==> config.mk <==
export PLATFORM = sky130hd
export DESIGN_NAME = store_buffer
export DESIGN_NICKNAME = d
export VERILOG_FILES = /design/src/rtl/sb_pkg.sv /design/src/rtl/sb_fwd_match.sv /design/src/rtl/store_buffer.sv
export SDC_FILE = /design/constraint.sdc
export NUM_CORES = 1
export LEC_CHECK = 0
export ABC_AREA = 1
export BUFFER_PORTS_ARGS = -buffer_cell sky130_fd_sc_hd__buf_2
export CAP_MARGIN = 20
export CORE_MARGIN = 5
export CORE_UTILIZATION = 26
export DETAILED_ROUTE_END_ITERATION = 10
export PLACE_DENSITY = 0.43
export SLEW_MARGIN = 10
export SYNTH_ARGS = -nofsm -noshare
export SYNTH_HDL_FRONTEND = slang
export SYNTH_SLANG_ARGS = --single-unit
==> constraint.sdc <==
create_clock -name clk -period 5 [get_ports clk]
set_input_delay 1 -clock clk [delete_from_list [all_inputs] [get_ports clk]]
set_output_delay 1 -clock clk [all_outputs]
set_load 0.1 [all_outputs]
==> src/rtl/sb_pkg.sv <==
// sb_pkg: shared types and sizing for the store buffer.
// Contents: default data width and depth, pointer/count width helper,
// and the buffered entry record {addr, data}.
package sb_pkg;
   localparam int SB_XLEN  = 32;
   localparam int SB_DEPTH = 4;
   function automatic int sb_ptr_w(input int depth);
      return $clog2(depth);
   endfunction
   localparam int SB_PTR_W = sb_ptr_w(SB_DEPTH);
   localparam int SB_CNT_W = SB_PTR_W + 1;
   // Entry width follows SB_XLEN; instantiate store_buffer with XLEN == SB_XLEN.
   typedef struct packed {
      logic [SB_XLEN-1:0] addr;
      logic [SB_XLEN-1:0] data;
   } sb_entry_t;
endpackage

==> src/rtl/sb_fwd_match.sv <==
// sb_fwd_match: youngest-first search of valid entries for a word-address hit.
// Ports: entries (storage array), rd_ptr/count (valid window, oldest first),
// addr (load byte address), hit (any match), data (youngest matching data).
module sb_fwd_match
   import sb_pkg::*;
#(
   parameter int XLEN  = SB_XLEN,
   parameter int DEPTH = SB_DEPTH,
   parameter int PTR_W = sb_ptr_w(DEPTH),
   parameter int CNT_W = PTR_W + 1
) (
   input  sb_entry_t          entries [DEPTH],
   input  logic [PTR_W-1:0]   rd_ptr,
   input  logic [CNT_W-1:0]   count,
   input  logic [XLEN-1:0]    addr,
   output logic               hit,
   output logic [XLEN-1:0]    data
);
   logic [PTR_W-1:0] idx;
   // Walk oldest to youngest; later matches overwrite earlier ones, so the
   // youngest matching store wins. Byte-offset bits are shifted out of the compare.
   always_comb begin
      hit  = 1'b0;
      data = '0;
      idx  = '0;
      for (int i = 0; i < DEPTH; i++) begin
         idx = rd_ptr + PTR_W'(i);
         if (CNT_W'(i) < count && ((entries[idx].addr ^ addr) >> 2) == '0) begin
            hit  = 1'b1;
            data = entries[idx].data;
         end
      end
   end
endmodule

==> src/rtl/store_buffer.sv <==
// store_buffer: circular store FIFO between core and data memory with load forwarding.
// Ports: clk/reset (async, active-low); MemWrite/ALUResult/WriteData store request;
// ReadData load return (forwarded or MemRdata); Stall store rejected;
// bus_valid/bus_addr/bus_wdata/bus_ready drain to memory; Empty no entries held.
module store_buffer
   import sb_pkg::*;
#(
   parameter int XLEN  = SB_XLEN,
   parameter int DEPTH = SB_DEPTH
) (
   input  logic            clk,
   input  logic            reset,
   input  logic            MemWrite,
   input  logic [XLEN-1:0] ALUResult,
   input  logic [XLEN-1:0] WriteData,
   output logic [XLEN-1:0] ReadData,
   input  logic [XLEN-1:0] MemRdata,
   output logic            Stall,
   output logic            bus_valid,
   output logic [XLEN-1:0] bus_addr,
   output logic [XLEN-1:0] bus_wdata,
   input  logic            bus_ready,
   output logic            Empty
);
   localparam int PTR_W = sb_ptr_w(DEPTH);
   localparam int CNT_W = PTR_W + 1;
   sb_entry_t        mem [DEPTH];
   logic [PTR_W-1:0] wr_ptr, rd_ptr;
   logic [CNT_W-1:0] count;
   logic             drain, accept, hit;
   logic [XLEN-1:0]  fwd_data;
   assign bus_valid = count != '0;
   assign Empty     = count == '0;
   assign bus_addr  = mem[rd_ptr].addr;
   assign bus_wdata = mem[rd_ptr].data;
   assign drain     = bus_valid & bus_ready;
   // A full buffer still accepts when the oldest entry leaves in the same cycle.
   assign accept    = MemWrite & ((count != CNT_W'(DEPTH)) | drain);
   assign Stall     = MemWrite & ~accept;
   assign ReadData  = (!MemWrite && hit) ? fwd_data : MemRdata;
   always_ff @(posedge clk or negedge reset) begin
      if (!reset) begin
         wr_ptr <= '0;
         rd_ptr <= '0;
         count  <= '0;
      end else begin
         if (accept) wr_ptr <= wr_ptr + PTR_W'(1);
         if (drain)  rd_ptr <= rd_ptr + PTR_W'(1);
         count <= count + CNT_W'(accept) - CNT_W'(drain);
      end
   end
   // Entry storage is not reset; validity comes only from count.
   always_ff @(posedge clk) begin
      if (reset && accept) mem[wr_ptr] <= '{addr: ALUResult, data: WriteData};
   end
   sb_fwd_match #(.XLEN(XLEN), .DEPTH(DEPTH), .PTR_W(PTR_W), .CNT_W(CNT_W)) u_fwd (
      .entries (mem),
      .rd_ptr  (rd_ptr),
      .count   (count),
      .addr    (ALUResult),
      .hit     (hit),
      .data    (fwd_data)
   );
endmodule

; Yosys cells after proc, flatten, opt, wreduce, memory -nomap -nowiden
; Cells that the tools add are included.
[word_totals]
regBits = 263
inputBits = 100
word_cells = 80
output_inout_bits = 99
[classes]
bitwise = 14
n_addsub = 6
n_mux = 24
n_lt_le_gt_ge = 10
reduce_logical = 14
eq_ne = 1
[ops]
columns = op, count
row1 = two-way mux 64 bit, 9
row2 = binary-select mux 64 bit (select 2 bit), 4
row3 = bitwise mux 256 bit, 1
row4 = two-way mux 32 bit, 5
row5 = demux 64 bit (select 2 bit), 1
row6 = logical NOT 32 bit, 4
row7 = bitwise XOR 32 bit, 4
row8 = greater-or-equal comparator 3 bit (second input constant), 5
row9 = NOT 2 -> 3 bit, 5
row10 = logical AND 1 bit, 7
row11 = < comparator 1 x 3 -> 1 bit (first input constant), 2
row12 = < comparator 2 x 3 -> 1 bit (first input constant), 2
row13 = adder 2 x 1 -> 2 bit (second input constant), 2
row14 = adder 2 bit (second input constant), 2
row15 = two-way mux 1 bit, 4
row16 = adder 3 x 1 -> 3 bit, 1
row17 = bitwise AND 1 bit, 3
row18 = logical NOT 3 bit, 1
row19 = < comparator 3 x 1 -> 1 bit (second input constant), 1
row20 = != test 3 bit (second input constant), 1
row21 = nonzero test 3 bit, 1
row22 = subtractor 3 x 1 -> 3 bit, 1
row23 = logical NOT 1 bit, 1
row24 = NOT 1 bit, 1
row25 = bitwise OR 1 bit, 1

; Longest topological paths before layout
[depth]
depth_word = 13
ltp_mapped = 23

; By module
; Synthesis repeated with hierarchy kept, for this count alone.
[hier_totals]
cells_unflattened = 2967
area_unflattened_um2 = 20245.7
[modules_own_cells]
columns = module, area_per_inst_um2, cells_per_inst, n_inst
row1 = store_buffer, 10627.7, 846, 1
row2 = sb_fwd_match, 9618.0, 2121, 1

; Worst setup path before layout
; OpenSTA, ideal clock, no wires.
[synth_path]
path_type = reg2out
startpoint = register rd_ptr[0]
endpoint = output ReadData[11]
path_stages_with_launch = 12
arrival_time_ns = 5.364
n_path_buf = 5
setup_slack_ns = -1.364
path_cell_list = dfrtp_1 buf_4 buf_4 buf_2 buf_2 buf_2 mux2i_1 o21ai_0 nand3_1 nand2_1 nand2_1 a21oi_1
[synth_rtl]
columns = item, line_no
row1 = from (decl), store_buffer.sv:28  ; logic [PTR_W-1:0] wr_ptr, rd_ptr;
row2 = from (signal assigned), store_buffer.sv:48  ; if (drain) rd_ptr <= rd_ptr + PTR_W'(1);
row3 = NOT 2 -> 3 bit, --
row4 = binary-select mux 64 bit (select 2 bit), --
row5 = two-way mux 64 bit (2 in series), --
row6 = via bus_wdata[11], store_buffer.sv:21  ; output logic [XLEN-1:0] bus_wdata,
row7 = two-way mux 32 bit (4 in series), sb_fwd_match.sv:28  ; if (CNT_W'(i) < count && ((entries[idx].addr ^ addr) >> 2) == '0) begin
row8 = two-way mux 32 bit, store_buffer.sv:40  ; assign ReadData = (!MemWrite && hit) ? fwd_data : MemRdata;
row9 = to (decl), store_buffer.sv:16  ; output logic [XLEN-1:0] ReadData,
; The timed path passes the listed nets, and every way through them passes these cells. The select of a mux whose other input is x is not followed.

; Worst setup path in the final report
[layout_path]
startpoint = register rd_ptr[0]
endpoint = output ReadData[21]
[layout_between]
elab_chain_cells = 13
[layout_rtl]
columns = item, line_no
row1 = adder 2 x 1 -> 2 bit / NOT 2 -> 3 bit (equally long branches), "sb_fwd_match.sv:27, sb_fwd_match.sv:28, sb_fwd_match.sv:30"
row2 = NOT 2 -> 3 bit (implied by the code) / binary-select mux 64 bit (select 2 bit) (equally long branches), "sb_fwd_match.sv:28, sb_fwd_match.sv:30"
row3 = binary-select mux 64 bit (select 2 bit) / two-way mux 64 bit (equally long branches), "sb_fwd_match.sv:28, sb_fwd_match.sv:30"
row4 = two-way mux 64 bit (on tied branches), "sb_fwd_match.sv:28, sb_fwd_match.sv:30"
row5 = two-way mux 64 bit (implied by the code) / bitwise XOR 32 bit (equally long branches), sb_fwd_match.sv:28
row6 = bitwise XOR 32 bit / logical NOT 32 bit (equally long branches), sb_fwd_match.sv:28
row7 = logical NOT 32 bit / logical AND 1 bit (equally long branches), sb_fwd_match.sv:28
row8 = logical AND 1 bit / two-way mux 1 bit (equally long branches), sb_fwd_match.sv:28
row9 = two-way mux 1 bit (3 in series), sb_fwd_match.sv:28
row10 = logical AND 1 bit, store_buffer.sv:40
row11 = two-way mux 32 bit *, store_buffer.sv:40
; Mark *: on every way between the ends. The rest lies on a longest branch, timed or not. The select of a mux whose other input is x is not followed.

==> PnR_summary.wiki <==
{| class="wikitable"
! Metric !! Value
|-
| Row Count || 97
|-
| Clock tree from TritonCTS || built
|-
| Setup violation total in the final timing report || 0
|-
| Multi-input combinational cell area || 9131 sq um
|-
| Worst hold path class || in2async
|-
| H-tree depth || 2
|-
| Number of hold-repair buffers added at the cts stage || 0
|-
| Number of synthesized register bits || 263
|-
| Clk sink count || 263
|-
| Synth area leaders || sky130_fd_sc_hd__edfxtp_1, sky130_fd_sc_hd__nand2_1, sky130_fd_sc_hd__nand3_1, sky130_fd_sc_hd__o21ai_0, sky130_fd_sc_hd__inv_1
|-
| Iter 0 DRT Violations || 1367
|-
| FF/Latch Area || 7870 sq um
|-
| Detailed-router iteration count before antenna repair || 5
|-
| Post-synthesis sequential area ratio || 42.70%
|-
| Final count of pins violating max slew || 0
|-
| Number of library cell types mapped by synthesis || 25
|-
| Highest fanout seen on the critical path || 26
|-
| # DRC || 0
|-
| Clock insertion delay at the later pin of the skew report || 560 ps
|-
| Critical path data arrival time || 3870 ps
|-
| Most repeated cell in the gate-level netlist after synthesis || sky130_fd_sc_hd__nand2_1
|-
| Buffers from clock root to sink, at most || 3
|-
| Cell taking the most area after synthesis || sky130_fd_sc_hd__edfxtp_1
|-
| Initial Util || 26.25%
|-
| Placed Instance Area || 20660 sq um
|-
| Relative slew slack || 31.41%
|-
| Number of buffers added on ports || 198
|-
| Pleak || 0.01047 uW
|-
| Number of max-capacitance violations reported || 0
|-
| Outcome || complete, no violations
|-
| Number of antenna violations at the first check in global routing || 10
|-
| Average size of a mapped cell || 6.818 sq um
|-
| Share of final-layout standard cells stronger than drive strength 1 || 13.57%
|-
| Sum of routed wire length over all layers || 67.23 mm
|-
| Die Y-Extent || 276.1 um
|-
| Via count normalized by instance count || 4.712
|-
| Pwr per Cell Area || 703.6 nW/um^2
|-
| Net count of the finished layout || 2955
|-
| Highest ir drop seen on vdd || 417.7 uV
|-
| Part of the cycle the worst path needs || 97.35%
|-
| Number of fillers in the final layout || 7678
|-
| Kind of start point of the critical path || register
|-
| First-pass GRT wire length || 100.3 mm
|-
| Global route total overflow || 0
|-
| Maximum number of pins on one net before global-route repair || 220
|-
| Full die area || 76250 sq um
|-
| Top cell types by occurrence after synthesis || sky130_fd_sc_hd__nand2_1, sky130_fd_sc_hd__nand3_1, sky130_fd_sc_hd__edfxtp_1
|-
| Combined global-route utilization of all metal layers || 16.53%
|-
| Vias || 17987
|-
| Critical path data required time || 4000 ps
|-
| Minimum setup slack in the final design || 132.3 ps
|-
| Inserted Clock Buffers || 37
|-
| Final instance area || 22280 sq um
|-
| Post-synth top flop || sky130_fd_sc_hd__edfxtp_1
|-
| Antenna-violating nets left || 0
|-
| Cell area after technology mapping || 18420 sq um
|-
| Root buffer cell || sky130_fd_sc_hd__clkbuf_16
|-
| Placement-stage worst setup slack || 344.7 ps
|-
| Die boundary width || 276.1 um
|-
| GP Congestion || 0.8518
|-
| Vias in the first global route || 16863
|-
| Worst-case register-to-register setup slack || 2570 ps
|-
| Max Clock Freq || 205.4 MHz
|-
| HPWL after detailed placement || 45.17 mm
|-
| Final min period || 4868 ps
|-
| Number of warnings reported in the yosys synthesis log || 0
|-
| Number of flops mapped to enable cells by yosys || 256
|-
| Hold violation total from the final report || 0
|-
| Net count after synthesis || 2810
|-
| Kind of critical path || reg2out
|-
| Core region area || 70150 sq um
|-
| Crit end category || primary output
|-
| Mapped Cells || 2701
|-
| Area share of the largest cell type after synthesis || 41.74%
|-
| P&R area growth vs syn || 20.99%
|-
| Async set or reset register ratio after synthesis || 2.662%
|-
| Average wire per cell in the routed design || 17.61 um
|-
| I/O pin cnt || 199
|-
| Worst-Margin Slew || 1029 ps
|-
| Worst-path clk slew || 60 ps
|-
| Worst-case clock skew || 29.52 ps
|}
[layout make-up]
cell class / instances / share of cell area, %
tap: 940 / 5.279
clock buffer: 43 / 4.257
multi-input combinational: 2036 / 40.98
antenna: 4 / 0.04493
inverter: 262 / 4.504
sequential: 263 / 35.32
timing repair buffer: 246 / 8.452
clock inverter: 23 / 1.157
[critical path, cell delays in order, from the launching register on]
cell and delay (ps):
sky130_fd_sc_hd__dfrtp_4 550, sky130_fd_sc_hd__inv_8 150, sky130_fd_sc_hd__nand2_2 150, sky130_fd_sc_hd__nand2_8 130
sky130_fd_sc_hd__buf_12 180, sky130_fd_sc_hd__nand2_1 90, sky130_fd_sc_hd__nand2_1 70, sky130_fd_sc_hd__nand2_1 40
sky130_fd_sc_hd__nand2_1 190, sky130_fd_sc_hd__nand3_1 110, sky130_fd_sc_hd__nor2_1 220, sky130_fd_sc_hd__nand2_1 130
sky130_fd_sc_hd__nor2_4 190, sky130_fd_sc_hd__nor2_1 90, sky130_fd_sc_hd__nand2_4 180, sky130_fd_sc_hd__buf_12 190
sky130_fd_sc_hd__nand3_1 90, sky130_fd_sc_hd__nor2_1 220, sky130_fd_sc_hd__nor2_1 110, sky130_fd_sc_hd__buf_12 180
[cells by family after synthesis]
group | count (synthesis) | synth area share [%]
flops | 263 | 42.70
mux | 38 | 2.065
fa+ha+maj | 9 | 0.6523
simple gates | 1678 | 36.74
buf+inv | 404 | 9.247
compound gates | 299 | 8.126
xor+xnor | 10 | 0.4756
[layer usage]
layer	global-route usage, %	part of all wire (%)	vias up
li1	-	-	8993
met1	21.55	44	8438
met2	28.76	49	457
met3	2.388	5.4	91
met4	4.533	2.5	8
met5	0	0.068	-
[timing repair]
item,in CTS,in global routing
resized for setup,25,46
endpoints found under the setup margin,32,32
cloned,0,6
buffers inserted,2,6
pin swaps,1,4
[per-stage QoR]
stage | hold slack, ps | std cells | setup TNS [ps] | util [%] | power (uW)
2_1_floorplan | 501.3 | 2701 | -555.7 | - | 10480
3_3_place_gp | 529.1 | 3733 | 0 | 29.45 | 12710
3_5_place_dp | 538.0 | 3733 | 0 | 29.45 | 12780
4_1_cts | 237.7 | 3801 | 0 | 31.30 | 15530
5_1_grt | 260.7 | 3815 | -45.86 | 31.75 | 16780
6_report | 266.6 | 3817 | 0 | 31.76 | 15680
[registers in the layout, summed over array words and instances, names as in the netlist]
name and flops:
count 3, mem 256, rd_ptr 2, wr_ptr 2
[cell usage in the layout, fill, tap and decap left out, types with 5 or more instances in the layout]
cell                           n
sky130_fd_sc_hd__a21oi_1      42
sky130_fd_sc_hd__a21oi_2      18
sky130_fd_sc_hd__buf_12       23
sky130_fd_sc_hd__buf_2       166
sky130_fd_sc_hd__buf_4        43
sky130_fd_sc_hd__buf_6         5
sky130_fd_sc_hd__bufinv_16     5
sky130_fd_sc_hd__clkbuf_1      6
sky130_fd_sc_hd__clkbuf_16    41
sky130_fd_sc_hd__clkinv_1     11
sky130_fd_sc_hd__dfrtp_1       5
sky130_fd_sc_hd__edfxtp_1    256
sky130_fd_sc_hd__ha_1          8
sky130_fd_sc_hd__inv_1       255
sky130_fd_sc_hd__mux2i_1      38
sky130_fd_sc_hd__nand2_1    1122
sky130_fd_sc_hd__nand3_1     319
sky130_fd_sc_hd__nor2_1      182
sky130_fd_sc_hd__nor2_2       21
sky130_fd_sc_hd__nor2_4        7
sky130_fd_sc_hd__o21ai_0     192
sky130_fd_sc_hd__o21ai_1      34
sky130_fd_sc_hd__o21ai_2      13
sky130_fd_sc_hd__or2_2        19
sky130_fd_sc_hd__xor2_1        9
[where the power goes]
part / switching [uW] / internal (uW) / total [uW]
logic: 7880 / 2310 / 10200
clock network: 1050 / 1620 / 2670
registers: 117 / 2700 / 2810
total: 9050 / 6630 / 15700
[final timing paths]
kind,from,to,cells after the start
min reg2reg,count[0],count[0],1
max in group asynchronous,reset,rd_ptr[0],1
max,rd_ptr[0],ReadData[21],19
min,reset,count[2],1
max reg2reg,count[1],mem[162],5
min in group clk,count[0],count[0],1
(Power assumes the default switching activity.)
